===== config.mk =====
export PLATFORM = sky130hd
export DESIGN_NAME = adc_serial_controller
export DESIGN_NICKNAME = d
export VERILOG_FILES = /design/src/rtl/adc_pkg.sv /design/src/rtl/sync_2ff.sv /design/src/rtl/adc_serial_controller.sv
export SDC_FILE = /design/constraint.sdc
export NUM_CORES = 1
export LEC_CHECK = 0
export CAP_MARGIN = 20
export CORE_MARGIN = 10
export CORE_UTILIZATION = 45
export CTS_CLUSTER_SIZE = 40
export DETAILED_ROUTE_END_ITERATION = 7
export PLACE_DENSITY = 0.71
export SYNTH_ARGS = -nofsm -noshare
export SYNTH_HDL_FRONTEND = slang
export SYNTH_SLANG_ARGS = --single-unit

===== constraint.sdc =====
create_clock -name clk_in -period 6.3 [get_ports clk_in]
set_clock_uncertainty 0.2 [all_clocks]
set_input_delay 0.63 -clock clk_in [delete_from_list [all_inputs] [get_ports clk_in]]
set_output_delay 0.63 -clock clk_in [all_outputs]
set_load 0.02 [all_outputs]

===== src/rtl/adc_pkg.sv =====
// Shared definitions for the serial ADC controller: FSM state encoding and parameter defaults.
// Latency: n/a (types and constants only).
// Backpressure: n/a.
package adc_pkg;

  localparam int DEF_W_DATA = 18;
  localparam int DEF_N_CH   = 8;
  localparam int DEF_W_OS   = 3;

  typedef enum logic [2:0] {
    ST_IDLE    = 3'd0,
    ST_CONVST  = 3'd1,
    ST_WAIT_HI = 3'd2,
    ST_WAIT_LO = 3'd3,
    ST_READ    = 3'd4,
    ST_DONE    = 3'd5
  } state_e;

endpackage


===== src/rtl/sync_2ff.sv =====
// Two-flop synchronizer for asynchronous level inputs.
// Latency: 2 clocks from input change to output (2-3 counting the sampling phase).
// Backpressure: none; a level is passed through unconditionally.
module sync_2ff #(
  parameter int W = 1
) (
  input  logic         clk_in,
  input  logic         reset_n_in,
  input  logic [W-1:0] d_in,
  output logic [W-1:0] q_out
);

  logic [W-1:0] meta_q;
  logic [W-1:0] sync_q;

  // First flop may go metastable; second gives it a full clock to settle.
  always_ff @(posedge clk_in or negedge reset_n_in) begin
    if (!reset_n_in) begin
      meta_q <= '0;
      sync_q <= '0;
    end else begin
      meta_q <= d_in;
      sync_q <= meta_q;
    end
  end

  assign q_out = sync_q;

endmodule


===== src/rtl/adc_serial_controller.sv =====
// Sequences CONVST, BUSY wait and an MSB-first serial read of all channels of a simultaneous-sampling ADC.
// Latency: CONVST_LEN + BUSY time + N_CH*W_DATA*2*SCLK_HALF + 1 clocks per conversion; word strobe 1 clock after its last bit.
// Backpressure: none; words are one-cycle strobes that downstream must take, early cstart_in requests are dropped.
module adc_serial_controller
  import adc_pkg::*;
#(
  parameter int W_DATA       = DEF_W_DATA,
  parameter int N_CH         = DEF_N_CH,
  parameter int W_CHAN       = 3,
  parameter int W_OS         = DEF_W_OS,
  parameter int SCLK_HALF    = 2,
  parameter int CONVST_LEN   = 4,
  parameter int BUSY_TIMEOUT = 1024
) (
  input  logic              clk_in,
  input  logic              reset_n_in,
  input  logic              cstart_in,
  input  logic [W_OS-1:0]   os_in,
  input  logic              update_in,
  input  logic              busy_in,
  input  logic              sdata_in,
  output logic [W_OS-1:0]   adc_os_out,
  output logic              adc_convst_n_out,
  output logic              adc_cs_n_out,
  output logic              adc_sclk_out,
  output logic [W_DATA-1:0] data_out,
  output logic [W_CHAN-1:0] chan_out,
  output logic              data_valid_out,
  output logic              cycle_done_out,
  output logic              timeout_out
);

  localparam int N_BITS  = N_CH * W_DATA;
  localparam int W_BIT   = (N_BITS > 1) ? $clog2(N_BITS) : 1;
  localparam int W_WB    = (W_DATA > 1) ? $clog2(W_DATA) : 1;
  localparam int W_DIV   = (SCLK_HALF > 1) ? $clog2(SCLK_HALF) : 1;
  localparam int TMR_MAX = (BUSY_TIMEOUT > CONVST_LEN) ? BUSY_TIMEOUT : CONVST_LEN;
  localparam int W_TMR   = (TMR_MAX > 1) ? $clog2(TMR_MAX) : 1;

  logic busy_s;

  sync_2ff #(.W(1)) u_busy_sync (
    .clk_in    (clk_in),
    .reset_n_in(reset_n_in),
    .d_in      (busy_in),
    .q_out     (busy_s)
  );

  state_e              state_q;
  logic [W_TMR-1:0]    tmr_q;       // CONVST width and BUSY timeout, never live at the same time
  logic [W_DIV-1:0]    div_q;       // clocks within the current SCLK half-period
  logic [W_BIT-1:0]    bit_q;       // bits captured this conversion
  logic [W_WB-1:0]     wb_q;        // bit position within the current word
  logic [W_CHAN-1:0]   ch_q;        // channel currently being shifted in
  logic [W_DATA-1:0]   shift_q;
  logic                pend_q;
  logic [W_OS-1:0]     pend_os_q;
  logic [W_OS-1:0]     adc_os_q;
  logic                convst_n_q;
  logic                cs_n_q;
  logic                sclk_q;
  logic [W_DATA-1:0]   data_q;
  logic [W_CHAN-1:0]   chan_q;
  logic                data_valid_q;
  logic                cycle_done_q;
  logic                timeout_q;
  logic [W_DATA-1:0]   shift_nxt;

  assign shift_nxt = {shift_q[W_DATA-2:0], sdata_in};

  // Conversion sequencer; every output is a register so the ADC pins are glitch-free.
  always_ff @(posedge clk_in or negedge reset_n_in) begin
    if (!reset_n_in) begin
      state_q      <= ST_IDLE;
      tmr_q        <= '0;
      div_q        <= '0;
      bit_q        <= '0;
      wb_q         <= '0;
      ch_q         <= '0;
      shift_q      <= '0;
      pend_q       <= 1'b0;
      pend_os_q    <= '0;
      adc_os_q     <= '0;
      convst_n_q   <= 1'b1;
      cs_n_q       <= 1'b1;
      sclk_q       <= 1'b1;
      data_q       <= '0;
      chan_q       <= '0;
      data_valid_q <= 1'b0;
      cycle_done_q <= 1'b0;
      timeout_q    <= 1'b0;
    end else begin
      data_valid_q <= 1'b0;
      cycle_done_q <= 1'b0;

      // OS pins must not move mid-conversion; park the request until idle.
      if (update_in && (state_q != ST_IDLE)) begin
        pend_q    <= 1'b1;
        pend_os_q <= os_in;
      end

      case (state_q)
        ST_IDLE: begin
          if (update_in) begin
            adc_os_q <= os_in;
            pend_q   <= 1'b0;
          end else if (pend_q) begin
            adc_os_q <= pend_os_q;
            pend_q   <= 1'b0;
          end
          if (cstart_in) begin
            state_q    <= ST_CONVST;
            convst_n_q <= 1'b0;
            tmr_q      <= '0;
            timeout_q  <= 1'b0;
          end
        end

        ST_CONVST: begin
          if (tmr_q == W_TMR'(CONVST_LEN - 1)) begin
            convst_n_q <= 1'b1;
            tmr_q      <= '0;
            state_q    <= ST_WAIT_HI;
          end else begin
            tmr_q <= tmr_q + 1'b1;
          end
        end

        ST_WAIT_HI: begin
          if (busy_s) begin
            state_q <= ST_WAIT_LO;
          end else if (tmr_q == W_TMR'(BUSY_TIMEOUT - 1)) begin
            state_q   <= ST_IDLE;
            timeout_q <= 1'b1;
          end else begin
            tmr_q <= tmr_q + 1'b1;
          end
        end

        ST_WAIT_LO: begin
          if (!busy_s) begin
            state_q <= ST_READ;
            cs_n_q  <= 1'b0;
            div_q   <= '0;
            bit_q   <= '0;
            wb_q    <= '0;
            ch_q    <= '0;
          end
        end

        ST_READ: begin
          if (div_q == W_DIV'(SCLK_HALF - 1)) begin
            div_q  <= '0;
            sclk_q <= ~sclk_q;
            // Rising SCLK closes the low half: the ADC's bit has been stable for SCLK_HALF clocks.
            if (!sclk_q) begin
              shift_q <= shift_nxt;
              bit_q   <= bit_q + 1'b1;
              if (wb_q == W_WB'(W_DATA - 1)) begin
                data_q       <= shift_nxt;
                chan_q       <= ch_q;
                data_valid_q <= 1'b1;
                wb_q         <= '0;
                ch_q         <= ch_q + 1'b1;
              end else begin
                wb_q <= wb_q + 1'b1;
              end
              if (bit_q == W_BIT'(N_BITS - 1)) begin
                state_q <= ST_DONE;
                cs_n_q  <= 1'b1;
              end
            end
          end else begin
            div_q <= div_q + 1'b1;
          end
        end

        ST_DONE: begin
          cycle_done_q <= 1'b1;
          state_q      <= ST_IDLE;
        end

        default: state_q <= ST_IDLE;
      endcase
    end
  end

  assign adc_os_out       = adc_os_q;
  assign adc_convst_n_out = convst_n_q;
  assign adc_cs_n_out     = cs_n_q;
  assign adc_sclk_out     = sclk_q;
  assign data_out         = data_q;
  assign chan_out         = chan_q;
  assign data_valid_out   = data_valid_q;
  assign cycle_done_out   = cycle_done_q;
  assign timeout_out      = timeout_q;

endmodule


* Yosys cells after proc, flatten, opt, wreduce, memory -nomap -nowiden
Index checks and enable logic that the tools add are counted.
** Storage, ports and cells
- Bits of input ports :: 9
- Register bits :: 83
** Cells by class
- Reductions and logical operators :: 20
- Eq/ne operators :: 20
- $add $sub $neg :: 5
- Mux-type cells :: 52
- Bitwise gates (word level) :: 1
** Operator list (number)
- two-way mux 3 bit :: 14
- two-way mux 10 bit :: 4
- one-hot mux 10 bit (3 select lines) :: 1
- two-way mux 8 bit :: 3
- two-way mux 5 bit :: 4
- != test 2 bit (second input constant) :: 10
- two-way mux 1 bit :: 18
- one-hot mux 8 bit (2 select lines) :: 1
- AND reduction 4 bit :: 4
- one-hot mux 3 bit (5 select lines) :: 1
- adder 10 x 1 -> 10 bit (second input constant) :: 1
- equality test 10 bit (second input constant) :: 1
- equality test 10 x 2 -> 1 bit (second input constant) :: 1
- one-hot mux 5 bit (2 select lines) :: 1
- AND reduction 5 bit :: 2
- adder 8 x 1 -> 8 bit (second input constant) :: 1
- equality test 8 bit (second input constant) :: 1
- one-hot mux 1 bit (2 select lines) :: 4
- nonzero test 2 bit :: 4
- AND reduction 7 bit :: 1
- equality test 3 x 2 -> 1 bit (second input constant) :: 2
- equality test 3 bit (second input constant) :: 2
- one-hot mux 3 bit (2 select lines) :: 1
- AND reduction 2 bit :: 3
- 11 further kinds :: 13

* Logic depth before layout (Yosys ltp)
- Depth in word-level cells :: 6
- Depth in mapped cells :: 7
- Gate-level depth less buffers :: 6

* By module
A second synthesis with hierarchy kept.
** Unflattened totals
- Cell total of the unflattened synthesis :: 352
- Area total of the unflattened synthesis :: 3687.3 µm²
** Modules (own cells, without submodules)
- adc_serial_controller :: sequential area each 2030.7 µm², times used 1, cells an instance 350, area each 3637.2 µm²
- sync_2ff :: sequential area each 50.0 µm², times used 1, cells an instance 2, area each 50.0 µm²

* Least setup slack after synthesis
No wires, ideal clock.
- Path type :: reg-to-reg
- Start :: register state_q[0]
- End :: register tmr_q[7]
- Library setup time :: 0.078 ns
- Required time :: 6.022 ns
- Cell stages (with the launch flop) :: 6
- Arrival :: 1.786 ns
- Clock period less this slack :: 2.064 ns
- Path slack :: 4.236 ns
- Cells stage by stage :: dfrtp_1 > or3b_1 > a21o_1 > buf_2 > or4_1 > a21oi_1
** On the way
- Word-level cells in the longest chain between the ends :: 3
** Ends and longest elaborated chain
- from (decl) :: RTL line adc_serial_controller.sv:49 : state_e state_q;
- from (signal assigned) :: RTL line adc_serial_controller.sv:74 : state_q <= ST_IDLE;
- from (signal assigned) :: RTL line adc_serial_controller.sv:112 : state_q <= ST_CONVST;
- from (signal assigned) :: RTL line adc_serial_controller.sv:123 : state_q <= ST_WAIT_HI;
- equality test 3 x 2 -> 1 bit, or another cell as far along :: RTL line adc_serial_controller.sv:102 : case (state_q)
- != test 2 bit (no line) / nonzero test 3 bit (equally long branches)
- AND reduction 4 bit (no line)
- to (signal assigned) :: RTL line adc_serial_controller.sv:125 : tmr_q <= tmr_q + 1'b1;
- to (signal assigned) :: RTL line adc_serial_controller.sv:136 : tmr_q <= tmr_q + 1'b1;
- to (decl) :: RTL line adc_serial_controller.sv:50 : logic [W_TMR-1:0] tmr_q;
Several ways; a longest one is shown, not always the timed one.
A chain may end at the register's enable or synchronous reset.

* Final worst setup path
- Start :: register state_q[2]
- End :: register data_q[10] (netlist: data_out[10])
** On the way
- Word-level cells in the longest chain between the ends :: 2
** Ends and longest elaborated chain
- equality test 3 bit :: RTL line adc_serial_controller.sv:102
- AND reduction 4 bit (no line)
- to (signal assigned) :: RTL line adc_serial_controller.sv:160 : data_q <= shift_nxt;
- to (decl) :: RTL line adc_serial_controller.sv:62 : logic [W_DATA-1:0] data_q;
Every way passes these cells.

==> results.tsv <==
metric	value	unit
pwr-share-clk	30.0	%
criticalPathCategory	flip-flop to flip-flop	
drc	0	
tightestPinTransition	0.9528	ns
overflow	0	
setup_viol	0	
synth_cells	357	
antenna_left	0	
portBuffers	38	
cts.clk_slew.worst_paths	0.09	ns
p_switching	485.6	uW
drv_slew	0	
cell_internal_pwr	984.1	uW
drive_gt1_share	9.181	%
grt_pass1_wl	13.70	mm
crit_slowest_cell	dfrtp_1	
powerDensity	326.9	nW/um2
vias	2792	
grt_max_degree	84	
die_x	111.2	um
ys_ff_latch	83	
clk_path_buf_depth	2	
hold_viol_final	0	
ys_seq_area_share	55.56	%
pwr-share-comb	24.8	%
rsz0062_at_grt	false	
hold_path_class	flip-flop to flip-flop	
maxCapViolCount	0	
cp.required	6.34	ns
power_frac_seq	45.3	%
yosysTopAreaCellShare	53.46	%
placed_cells	488	
clk_latency	0.35	ns
synth_area	3745	um2
insertedDiodeCount	0	
drt_pre_antenna_iters	4	
cp-start-kind	flip-flop	
initial_utilization	45.81	%
die-area	12370	um2
fp.coreArea	8175	um2
cp_cell_sequence	or3b_1 -> nor2_1 -> nand2_1 -> mux2_1	
crit_fanout	22	
routabilityCongestion	0.8828	
leakage	0.002061	uW
antenna_found_initial	0	
yosys-top-cells-area	dfrtp_1 53%, nand2_1 7.7%, mux2_1 5.7%, a21oi_1 2.8%, dfstp_2 2.1%	
ys.warnings.count	0	
synth_edf_count	0	
async_reset_ff_share	100.0	%
die_height	111.2	um
placed_cell_area	4215	um2
min_period	2.873	ns
final_cells	508	
area_delta_synth_final	20.05	%
max_freq	0.3481	GHz
irDropWorstVdd	202.8	uV
syn_nets	371	
numClockSinks	83	
syn_area_per_cell	10.49	um2
cts_made_buffers	9	
drtIter0Drc	175	
dpl.hpwl	5.192	mm
htreeDepth	3	
arrival	2.92	ns
rows	33	
synthFlopType	dfrtp_1	
cts-resized-gates	0	
wl	7.683	mm
grt_usage	12.83	%
crit_path_max_incr_delay	0.63	ns
ys_types	49	
post_drt_via_cell_ratio	5.496	
fin_setup_tns	0	ns
synth.largest_area_cell	dfrtp_1	
nNetsFinal	412	
final_core_util	54.99	%
status	completed	
worst_setup_path_end_kind	flip-flop	
wl_per_cell	15.12	um
cts_tree	done	
p_sw_share	33.04	%
stdcell_area	4496	um2
slew_headroom	35.99	%
io_pins	39	
min_period_over_period	45.60	%
root_buffer	clkbuf_8	
grt_pass1_vias	2823	
-- stage by stage --
stage,setup WS [ns],power (uW),hold WS [ns]
2_1_floorplan,4.236,919.0,0.1312
3_3_place_gp,2.465,1024,0.1367
3_5_place_dp,2.347,1039,0.1379
4_1_cts,2.342,1478,0.1628
5_1_grt,3.195,1564,0.1836
6_report,3.427,1470,0.1592
-- what timing repair did --
item	4_1_cts	5_1_grt
setup buffers	0	0
hold buffers	0	1
hold endpoints to repair	0	9
-- layer usage --
| layer | vias to the layer above | wire, um | global-route usage [%] |
|---|---|---|---|
| met5 | - | 0 | 0 |
| met4 | 0 | 66 | 3.256 |
| met3 | 6 | 516 | 5.303 |
| met2 | 60 | 3617 | 20.01 |
| met1 | 1368 | 3482 | 16.03 |
| li1 | 1358 | - | - |
-- critical path: cells and delay by family (launching register included) --
family,cells,cell delay (ns)
DFF,1,0.63
muxes,1,0.54
and+or+nand+nor,3,1.38
-- layout make-up --
cell class / count / area [um2]
timing repair buffer: 45 / 450.4
multi-input combinational: 250 / 1569
inverter: 9 / 33.78
fill: 733 / 3680
sequential: 83 / 2081
clock inverter: 7 / 106.4
tap: 105 / 131.4
clock buffer: 9 / 123.9
-- power by group through the flow --
stage / Combinational, uW / Sequential, uW / Clock [uW]
2_1_floorplan: 249 / 670 / 0
3_3_place_gp: 354 / 671 / 0
3_5_place_dp: 364 / 675 / 0
4_1_cts: 364 / 665 / 450
5_1_grt: 410 / 680 / 474
6_report: 364 / 665 / 441
-- worst paths after layout --
| kind | startpoint | end | slack, ns | depth (start not counted) |
|---|---|---|---|---|
| setup / recovery | state_q[2] | data_out[10] | 3.43 | 4 |
| hold / removal | u_busy_sync.meta_q | u_busy_sync.q_out | 0.16 | 0 |
| setup reg to reg | state_q[2] | data_out[10] | 3.43 | 4 |
| hold reg to reg | u_busy_sync.meta_q | u_busy_sync.q_out | 0.16 | 0 |
| max in group asynchronous | reset_n_in | adc_convst_n_out | 4.83 | 3 |
| min in group asynchronous | reset_n_in | tmr_q[7] | 0.44 | 2 |
-- kinds of logic (layout without fill, tap and decap cells) --
group | after synthesis | in the layout | share of synthesized area (%)
compound gates | 72 | 72 | 12.56
buf+inv | 24 | 70 | 2.539
simple gates | 144 | 144 | 19.08
flops | 83 | 83 | 55.56
fa+ha+maj | 5 | 5 | 1.671
xor+xnor | 1 | 1 | 0.2339
mux | 28 | 28 | 8.353
-- flip-flops by register name, indices dropped and copies added (netlist names) --
name                cells
u_busy_sync.meta_q      1
bit_q                   8
data_valid_out          1
pend_q                  1
tmr_q                  10
adc_convst_n_out        1
wb_q                    5
data_out               18
cycle_done_out          1
ch_q                    3
timeout_out             1
div_q                   1
chan_out                3
adc_os_out              3
shift_q                17
adc_sclk_out            1
state_q                 3
adc_cs_n_out            1
pend_os_q               3
u_busy_sync.q_out       1
-- synth_stat cells, drive strengths merged, types with 2 or more instances --
cell     number
a21oi        21
a22o          2
a31oi         4
and3          3
buf           4
clkbuf       11
dfrtp        80
dfstp         3
ha            5
inv           9
mux2         26
mux2i         2
nand2        77
nand2b        5
nand3        11
nand4         3
nor2         11
nor2b         2
nor3          2
nor3b         4
nor4          2
nor4b         2
nor4bb        2
o2111ai       4
o211a         2
o21ai        14
o221ai        2
o22ai         5
o31ai         9
or3           7
or3b          3
or4           6
-- placed cells by master, fill, tap and decap left out, types with 2 or more instances in the layout --
master and n:
o31ai_1 9, mux2i_1 2, inv_6 2, nor4_1 2, o211a_1 2, or4_1 6, o221ai_1 2, o22ai_1 5
or3_1 7, a31oi_1 4, inv_1 9, nand4_1 3, nor4bb_1 2, nand3_1 11, nor2_1 10, and3_1 3
nor4b_1 2, mux2_2 7, nor3_1 2, or3b_1 3, nor2b_1 2, ha_1 5, nand2b_1 5, a21oi_1 21
nor3b_1 3, dfrtp_1 80, clkbuf_8 9, o2111ai_1 4, a22o_1 2, nand2_1 77, dfstp_2 3, o21ai_0 14
mux2_1 19, clkdlybuf4s50_1 37, bufinv_16 2, clkinv_4 2, buf_4 5
No activity file was read; power rests on OpenSTA's default activity.
